File: src/rtl/vga_timing_gen.sv
// vga_timing_gen: free-running raster timing source (hcount/vcount, sync, blanking, start pulses).
// Optional frame counter output is enabled by defining VGA_TIMING_FRAME_CNT_EN.
// All outputs are registered together, so each one describes the hcount/vcount it leaves with.
module vga_timing_gen #(
  parameter int unsigned CW       = 11,
  parameter int unsigned H_ACTIVE = 640,
  parameter int unsigned H_FP     = 16,
  parameter int unsigned H_SYNC   = 96,
  parameter int unsigned H_BP     = 48,
  parameter int unsigned V_ACTIVE = 480,
  parameter int unsigned V_FP     = 10,
  parameter int unsigned V_SYNC   = 2,
  parameter int unsigned V_BP     = 33,
  parameter bit          SYNC_POL = 1'b0
) (
  input  logic          pclk,
  input  logic          rst_n,
  input  logic          pix_en,
  output logic [CW-1:0] hcount_out,
  output logic [CW-1:0] vcount_out,
  output logic          hsync_out,
  output logic          vsync_out,
  output logic          hblnk_out,
  output logic          vblnk_out,
  output logic          line_start,
  output logic          frame_start
`ifdef VGA_TIMING_FRAME_CNT_EN
  ,
  output logic [15:0]   frame_cnt
`endif
);

  // Window bounds as CW-bit constants; all comparisons below are unsigned.
  localparam logic [CW-1:0] HTotalM1   = CW'(H_ACTIVE + H_FP + H_SYNC + H_BP - 1);
  localparam logic [CW-1:0] VTotalM1   = CW'(V_ACTIVE + V_FP + V_SYNC + V_BP - 1);
  localparam logic [CW-1:0] HActive    = CW'(H_ACTIVE);
  localparam logic [CW-1:0] VActive    = CW'(V_ACTIVE);
  localparam logic [CW-1:0] HSyncStart = CW'(H_ACTIVE + H_FP);
  localparam logic [CW-1:0] HSyncEnd   = CW'(H_ACTIVE + H_FP + H_SYNC);
  localparam logic [CW-1:0] VSyncStart = CW'(V_ACTIVE + V_FP);
  localparam logic [CW-1:0] VSyncEnd   = CW'(V_ACTIVE + V_FP + V_SYNC);

  logic [CW-1:0] h_q, h_d;
  logic [CW-1:0] v_q, v_d;
  logic          hsync_q, hsync_d;
  logic          vsync_q, vsync_d;
  logic          hblnk_q, hblnk_d;
  logic          vblnk_q, vblnk_d;
  logic          line_start_q, line_start_d;
  logic          frame_start_q, frame_start_d;
`ifdef VGA_TIMING_FRAME_CNT_EN
  logic [15:0]   frame_cnt_q, frame_cnt_d;
`endif

  // Next counter values, and every output decoded from those next values.
  always_comb begin
    h_d           = h_q;
    v_d           = v_q;
    hsync_d       = hsync_q;
    vsync_d       = vsync_q;
    hblnk_d       = hblnk_q;
    vblnk_d       = vblnk_q;
    line_start_d  = 1'b0;
    frame_start_d = 1'b0;
`ifdef VGA_TIMING_FRAME_CNT_EN
    frame_cnt_d   = frame_cnt_q;
`endif
    if (pix_en) begin
      if (h_q == HTotalM1) begin
        h_d = '0;
        if (v_q == VTotalM1) begin
          v_d = '0;
        end else begin
          v_d = v_q + CW'(1);
        end
      end else begin
        h_d = h_q + CW'(1);
      end
      hblnk_d       = (h_d >= HActive);
      vblnk_d       = (v_d >= VActive);
      hsync_d       = ((h_d >= HSyncStart) && (h_d < HSyncEnd)) ? SYNC_POL : ~SYNC_POL;
      vsync_d       = ((v_d >= VSyncStart) && (v_d < VSyncEnd)) ? SYNC_POL : ~SYNC_POL;
      line_start_d  = (h_d == '0);
      frame_start_d = (h_d == '0) && (v_d == '0);
`ifdef VGA_TIMING_FRAME_CNT_EN
      frame_cnt_d   = frame_cnt_q + 16'(frame_start_d);
`endif
    end
  end

  // Timing state register; reset puts the raster at (0,0) with syncs deasserted.
  always_ff @(posedge pclk or negedge rst_n) begin
    if (!rst_n) begin
      h_q           <= '0;
      v_q           <= '0;
      hsync_q       <= ~SYNC_POL;
      vsync_q       <= ~SYNC_POL;
      hblnk_q       <= 1'b0;
      vblnk_q       <= 1'b0;
      line_start_q  <= 1'b0;
      frame_start_q <= 1'b0;
`ifdef VGA_TIMING_FRAME_CNT_EN
      frame_cnt_q   <= '0;
`endif
    end else begin
      h_q           <= h_d;
      v_q           <= v_d;
      hsync_q       <= hsync_d;
      vsync_q       <= vsync_d;
      hblnk_q       <= hblnk_d;
      vblnk_q       <= vblnk_d;
      line_start_q  <= line_start_d;
      frame_start_q <= frame_start_d;
`ifdef VGA_TIMING_FRAME_CNT_EN
      frame_cnt_q   <= frame_cnt_d;
`endif
    end
  end

  assign hcount_out  = h_q;
  assign vcount_out  = v_q;
  assign hsync_out   = hsync_q;
  assign vsync_out   = vsync_q;
  assign hblnk_out   = hblnk_q;
  assign vblnk_out   = vblnk_q;
  assign line_start  = line_start_q;
  assign frame_start = frame_start_q;
`ifdef VGA_TIMING_FRAME_CNT_EN
  assign frame_cnt   = frame_cnt_q;
`endif

endmodule

File: config.mk
export PLATFORM = sky130hd
export DESIGN_NAME = vga_timing_gen
export DESIGN_NICKNAME = d
export VERILOG_FILES = /design/src/rtl/vga_timing_gen.sv
export SDC_FILE = /design/constraint.sdc
export NUM_CORES = 1
export LEC_CHECK = 0
export CAP_MARGIN = 20
export CORE_MARGIN = 3
export CORE_UTILIZATION = 63
export DETAILED_ROUTE_END_ITERATION = 7
export DONT_BUFFER_PORTS = 1
export PLACE_DENSITY = 0.84
export SLEW_MARGIN = 20
export SYNTH_ARGS = -nofsm -noshare
export SYNTH_HDL_FRONTEND = slang
export SYNTH_SLANG_ARGS = --single-unit
File: constraint.sdc
create_clock -name pclk -period 3.3 [get_ports pclk]
set_input_delay 0.66 -clock pclk [delete_from_list [all_inputs] [get_ports pclk]]
set_output_delay 0.66 -clock pclk [all_outputs]
set_load 0.03 [all_outputs]
==> impl_results.md, run 1 <==
- Status: finished, final reports clean
- Final setup viols: 0
- Cell with the most instances after synthesis: dfrtp_1
- Fmax: 0.353 GHz
- Final nets: 214
- Synthesized flop and latch total: 28
- Site Rows: 19
- Initial drt markers: 173
- Grt ovf: 0
- P&R area growth vs syn: 1.71%
- Max-Cap Viols: 0
- Worst Setup Path Type: reg2reg
- Placed inst area: 1860 um2
- Multi-input gate area: 1050 um2
- CTS root buf: clkbuf_4
- Startpoint Class: flop
- Setup Buffers After CTS: 0
- Die area: 3710 um2
- Adder-cell area share of the yosys netlist: 3.16%
- Core area: 2810 um2
- Worst hold margin: 0.138 ns
- Final Cell Area: 1930 um2
- Initial core utilization: 67.7%
- Max clock buf depth: 2
- Static leakage: 0.739 nW
- RSZ-0062 raised after global routing: false
- Post-synth top area share: 34.3%
- Number of top-level pins: 31
- Synth Net Count: 217
- Req. time, crit path: 3.58 ns
- Pin count of the biggest net entering global routing: 26
- Drt first pass iters: 4
- Via-to-Cell Ratio: 6.75
- TritonCTS Buffers: 3
- Start of the worst register-to-register path: hcount_out[1]
- Critical Path Fanout Max: 12
- Gr usage total: 25.3%
- Max-slew headroom: 56.6%
- Slew Limit Fails: 0
- Post-synthesis mux area share: 2.31%
- FF-to-FF End: vsync_out
- PwrDens: 520 nW/um2
- ANT cells: 0
- Die W: 60.9 um
- Period utilization: 85.9%
- Clock sinks: 28
- Number of enable flip-flop cells after synthesis: 0
- Main synth FF type: dfrtp_1
- First-pass GRT wire length: 7120 um
- Crit path arrival time: 3.12 ns
- I/O Buffers: 0
- Layout cells sized above 1: 10.2%
- Post-Synthesis Cells: 210
- Vias in the first global route: 1553
- Setup_tns: 0 ns
- H-tree Lvls: 1
- Post-synthesis sequential area ratio: 37.0%
- Wirelength, routed: 4270 um
- Cells taking the most area after synthesis: dfrtp_1 34%, xnor2_1 7.4%, nand3_1 5.5%
- Post-layout minimum cycle time: 2.83 ns
- # hold bufs at CTS: 1
- Clock latency on the worst-skew pair: 0.33 ns
- Final Hold Fails: 0
- Synth Cell Area: 1900 um2
- Average size of a mapped cell: 9.04 um2
- Drt wl/cell: 18.0 um
- Register area: 703 um2
- Largest family of logic cells by synthesized area: simple AND/OR/NAND/NOR gates
- Antenna viol nets, final: 0
- Skew final: 0.0179 ns
- Simple-Gate Fraction of Synth Area: 28.3%
- Worst reg2reg path depth: 8
- Distinct cells, synth: 51
- Post-synth ARST share: 100%
- Critical Path End Type: flop
- Final core occ: 68.9%
- Flop-to-flop setup slack: 0.47 ns
- Area leader, netlist: dfrtp_1
- XOR/XNOR Fraction of Synth Area: 9.68%
- Yosys warnings: 0
- Routed vias: 1600
- Fillcell total: 220
- Die height: 60.9 um
- Post_cts resized: 0
- CTS tree: built
- Total chip power: 1.00 mW
- Commonest cells in the netlist: 26 x dfrtp_1, 21 x nand3_1, 18 x nand2_1
- Routability Congestion: 0.900
- Worst vdd ir: 0.000234 V
- DP Wirelength: 3080 um
- HP Class: in2async
- Clock Pin Slew Worst Setup and Hold Paths: 0.17 ns
- Worst Max-Slew Pin Slew: 0.649 ns
- Compound-Gate Fraction of Synth Area: 12.0%
- Initial antenna violation count: 0
- Drt drc: 0
## cell usage in the layout, fill, tap and decap left out, drive strengths merged, types with 6 or more instances in the layout
master	n
xnor2	16
dfrtp	26
o21ai	15
a21oi	6
nand3	21
buf	6
nand2	18
nor2	17
nand4	11
nor4	8
## per-stage QoR
stage	setup slack, ns	std cells
finish	0.467	237
global route	0.263	237
CTS	0.468	236
detailed placement	0.503	231
global placement	0.597	231
floorplan	0.742	210
## worst max path at each step
stage                  startpoint        end  slack, ns  cells past startpoint
global placement    hcount_out[1]  vsync_out       0.60                      8
finish              hcount_out[1]  vsync_out       0.47                      8
floorplan           hcount_out[6]  vsync_out       0.74                      7
CTS                 hcount_out[1]  vsync_out       0.47                      8
detailed placement  hcount_out[1]  vsync_out       0.50                      8
global route        hcount_out[1]  vsync_out       0.26                      8
## worst max-delay path, cell delays in order, from the launching register on
cell	delay, ns
dfrtp_1	0.62
ha_1	0.41
nand4_2	0.26
nor3_4	0.28
buf_4	0.23
nand2_1	0.09
xnor2_1	0.16
or3b_1	0.41
o32a_1	0.34
## sequential cells by signal, summed over array words and instances, names as in the netlist
name,cells
line_start,1
hsync_out,1
frame_start,1
hblnk_out,1
vblnk_out,1
vcount_out,11
vsync_out,1
hcount_out,11
## power by group
group          leakage (nW)  switching (mW)  internal, mW  total [mW]
Combinational         0.362           0.149         0.104       0.253
Clock                0.0279           0.104         0.123       0.227
Sequential            0.349           0.141         0.383       0.525
## cell families after synthesis
logic type | after synthesis
multiplexers | 4
AND/OR/NAND/NOR | 95
buffers and inverters | 21
XOR/XNOR | 21
adder cells (fa/ha/maj) | 5
AO/OA/AOI/OAI | 36
flip-flops | 28
## layer usage
layer  vias to the layer above  track usage [%]  wire, um
li1                        756                -         -
met1                       760             32.4      1790
met2                        76             41.8      2100
met3                         8             4.68       299
met4                         0             10.2        83
met5                         -                0         0
## final cells by class
class                           count  area share (%)
Clock buffer                        3            1.17
Clock inverter                      1            1.55
Tap cell                           31            2.01
Sequential cell                    28            36.4
Timing Repair Buffer                8            3.37
Inverter                            5           0.972
Multi-Input combinational cell    161            54.5
Power figures use the tool's default switching activity.
==> run 2: changes to the inputs <==
--- a/config.mk
+++ b/config.mk
@@ -11,6 +11,7 @@
 export DETAILED_ROUTE_END_ITERATION = 7
 export DONT_BUFFER_PORTS = 1
 export PLACE_DENSITY = 0.84
+export REMOVE_ABC_BUFFERS = 1
 export SLEW_MARGIN = 20
 export SYNTH_ARGS = -nofsm -noshare
 export SYNTH_HDL_FRONTEND = slang
==> run 2 against run 1 <==
Utilization increased by 0.27 points. Clock skew decreased by 0.012 ns. Routed wire length increased by 4.8%. Fmax decreased by 3.1%. Final cell count unchanged. Critical endpoint unchanged. Largest cell class unchanged.
==> impl_results.md, run 2 (synthesis results as in run 1) <==
- Final setup viols: 0 (unchanged)
- TritonCTS Buffers: 3 (unchanged)
- Max-Cap Viols: 0 (unchanged)
- Worst hold margin: 0.115 ns (was 0.138 ns)
- Initial antenna violation count: 0 (unchanged)
- Worst Max-Slew Pin Slew: 0.621 ns (was 0.649 ns)
- Grt ovf: 0 (unchanged)
- Gr usage total: 25.9% (was 25.3%)
- Pin count of the biggest net entering global routing: 27 (was 26)
- Core area: 2810 um2 (unchanged)
- Post_cts resized: 0 (unchanged)
- Fmax: 0.342 GHz (was 0.353 GHz)
- Status: finished, final reports clean (unchanged)
- Wirelength, routed: 4480 um (was 4270 um)
- RSZ-0062 raised after global routing: false (unchanged)
- Worst reg2reg path depth: 8 (unchanged)
- Max clock buf depth: 2 (unchanged)
- Post-layout minimum cycle time: 2.92 ns (was 2.83 ns)
- Clock sinks: 28 (unchanged)
- Final nets: 214 (unchanged)
- H-tree Lvls: 1 (unchanged)
- CP Buf/Inv Count: 1 (unchanged)
- Start of the worst register-to-register path: hcount_out[1] (unchanged)
- Routability Congestion: 0.921 (was 0.900)
- ANT cells: 0 (unchanged)
- Worst path max stage delay: 0.63 ns (was 0.62 ns)
- Number of top-level pins: 31 (unchanged)
- Total chip power: 1.02 mW (was 1.00 mW)
- Drt drc: 0 (unchanged)
- HP Class: in2async (unchanged)
- Die height: 60.9 um (unchanged)
- Worst vdd ir: 0.000213 V (was 0.000234 V)
- I/O Buffers: 0 (unchanged)
- CTS tree: built (unchanged)
- Slowest CP cell: dfrtp_1 (unchanged)
- Flop-to-flop setup slack: 0.38 ns (was 0.47 ns)
- Final Hold Fails: 0 (unchanged)
- Clock Pin Slew Worst Setup and Hold Paths: 0.16 ns (was 0.17 ns)
- P&R area growth vs syn: 2.11% (was 1.71%)
- Static leakage: 0.745 nW (was 0.739 nW)
- Delay-heaviest family, CP: simple AND/OR/NAND/NOR gates (unchanged)
- Initial drt markers: 203 (was 173)
- Critical Path End Type: flop (unchanged)
- Antenna viol nets, final: 0 (unchanged)
- First-pass GRT wire length: 7270 um (was 7120 um)
- Startpoint Class: flop (unchanged)
- Layout cells sized above 1: 11.2% (was 10.2%)
- Worst Setup Path Type: reg2reg (unchanged)
- CTS root buf: clkbuf_4 (unchanged)
- Commonest non-fill, non-tap cell in the layout: dfrtp_1 (unchanged)
- Die area: 3710 um2 (unchanged)
- PwrDens: 526 nW/um2 (was 520 nW/um2)
- Site Rows: 19 (unchanged)
- Die W: 60.9 um (unchanged)
- Drt first pass iters: 4 (unchanged)
- Via-to-Cell Ratio: 6.83 (was 6.75)
- Drt wl/cell: 18.9 um (was 18.0 um)
- Crit path arrival time: 3.21 ns (was 3.12 ns)
- Routed vias: 1619 (was 1600)
- Slew Limit Fails: 0 (unchanged)
- Initial core utilization: 67.7% (unchanged)
- Worst path cell trace: ha_1, nand4_2, nor3_4, buf_4, nand2_1, xnor2_1, or3b_1, o32a_1 (unchanged)
- Clock latency on the worst-skew pair: 0.33 ns (about the same)
- Req. time, crit path: 3.58 ns (about the same)
- Period utilization: 88.6% (was 85.9%)
- Setup_tns: 0 ns (unchanged)
- Skew final: 0.00569 ns (was 0.0179 ns)
- DP Wirelength: 3130 um (was 3080 um)
- Vias in the first global route: 1553 (unchanged)
- Max-slew headroom: 58.6% (was 56.6%)
- Critical Path Fanout Max: 12 (unchanged)
- Commonest non-fill, non-tap cells in the layout: 26 x dfrtp_1, 21 x nand3_1, 18 x nand2_1, 17 x nor2_1, 16 x xnor2_1 (unchanged)
- FF-to-FF End: vsync_out (unchanged)
==> run 2: what timing repair did <==
item	in CTS	in global routing
setup buffers	0	0
hold buffers	1	0
endpoints found under the hold margin	26	0
==> run 2: per-layer routing <==
layer  GRT usage (%)  up-vias  wire length (um)
met5               0        -                 0
li1                -      751                 -
met1            33.4      760              1780
met2            44.7       93              2260
met3            3.40       15               343
met4            8.67        0                97
==> run 2: stage by stage <==
stage / util [%] / instance area, um2 / instances / setup slack, ns
finish: 69.1 / 1940 / 237 / 0.377
global route: 69.1 / 1940 / 237 / 0.317
detailed placement: 66.5 / 1870 / 232 / 0.460
global placement: 66.5 / 1870 / 232 / 0.602
floorplan: - / 1780 / 194 / 0.634
CTS: 69.1 / 1940 / 237 / 0.447
==> run 2: how the worst max path moves through the flow <==
stage	startpoint	end	slack (ns)	cells past startpoint
detailed placement	hcount_out[1]	vsync_out	0.46	8
CTS	hcount_out[1]	vsync_out	0.45	8
global route	hcount_out[1]	vsync_out	0.32	8
floorplan	hcount_out[5]	vsync_out	0.63	6
global placement	hcount_out[1]	vsync_out	0.60	8
finish	hcount_out[1]	vsync_out	0.38	8
==> run 2: layout make-up <==
class / count / area, um2
fill: 206 / 866
multi-input combinational: 161 / 1050
timing repair buffer: 8 / 72.6
inverter: 5 / 18.8
clock inverter: 1 / 30.0
clock buffer: 3 / 22.5
sequential: 28 / 703
tap: 31 / 38.8
==> run 2: worst reg2reg max path: cells and delay by family (launching register included) <==
kind / cells / cell delay [ns]
AND/OR/NAND/NOR: 4 / 1.07
flip-flops: 1 / 0.63
adder cells (fa/ha/maj): 1 / 0.43
AO/OA/AOI/OAI: 1 / 0.34
buffers and inverters: 1 / 0.22
XOR/XNOR: 1 / 0.18
==> run 2: power by group <==
part / switching [mW] / internal [mW] / total [mW]
logic: 0.185 / 0.113 / 0.298
clock network: 0.105 / 0.123 / 0.228
registers: 0.111 / 0.384 / 0.495
total: 0.401 / 0.620 / 1.02
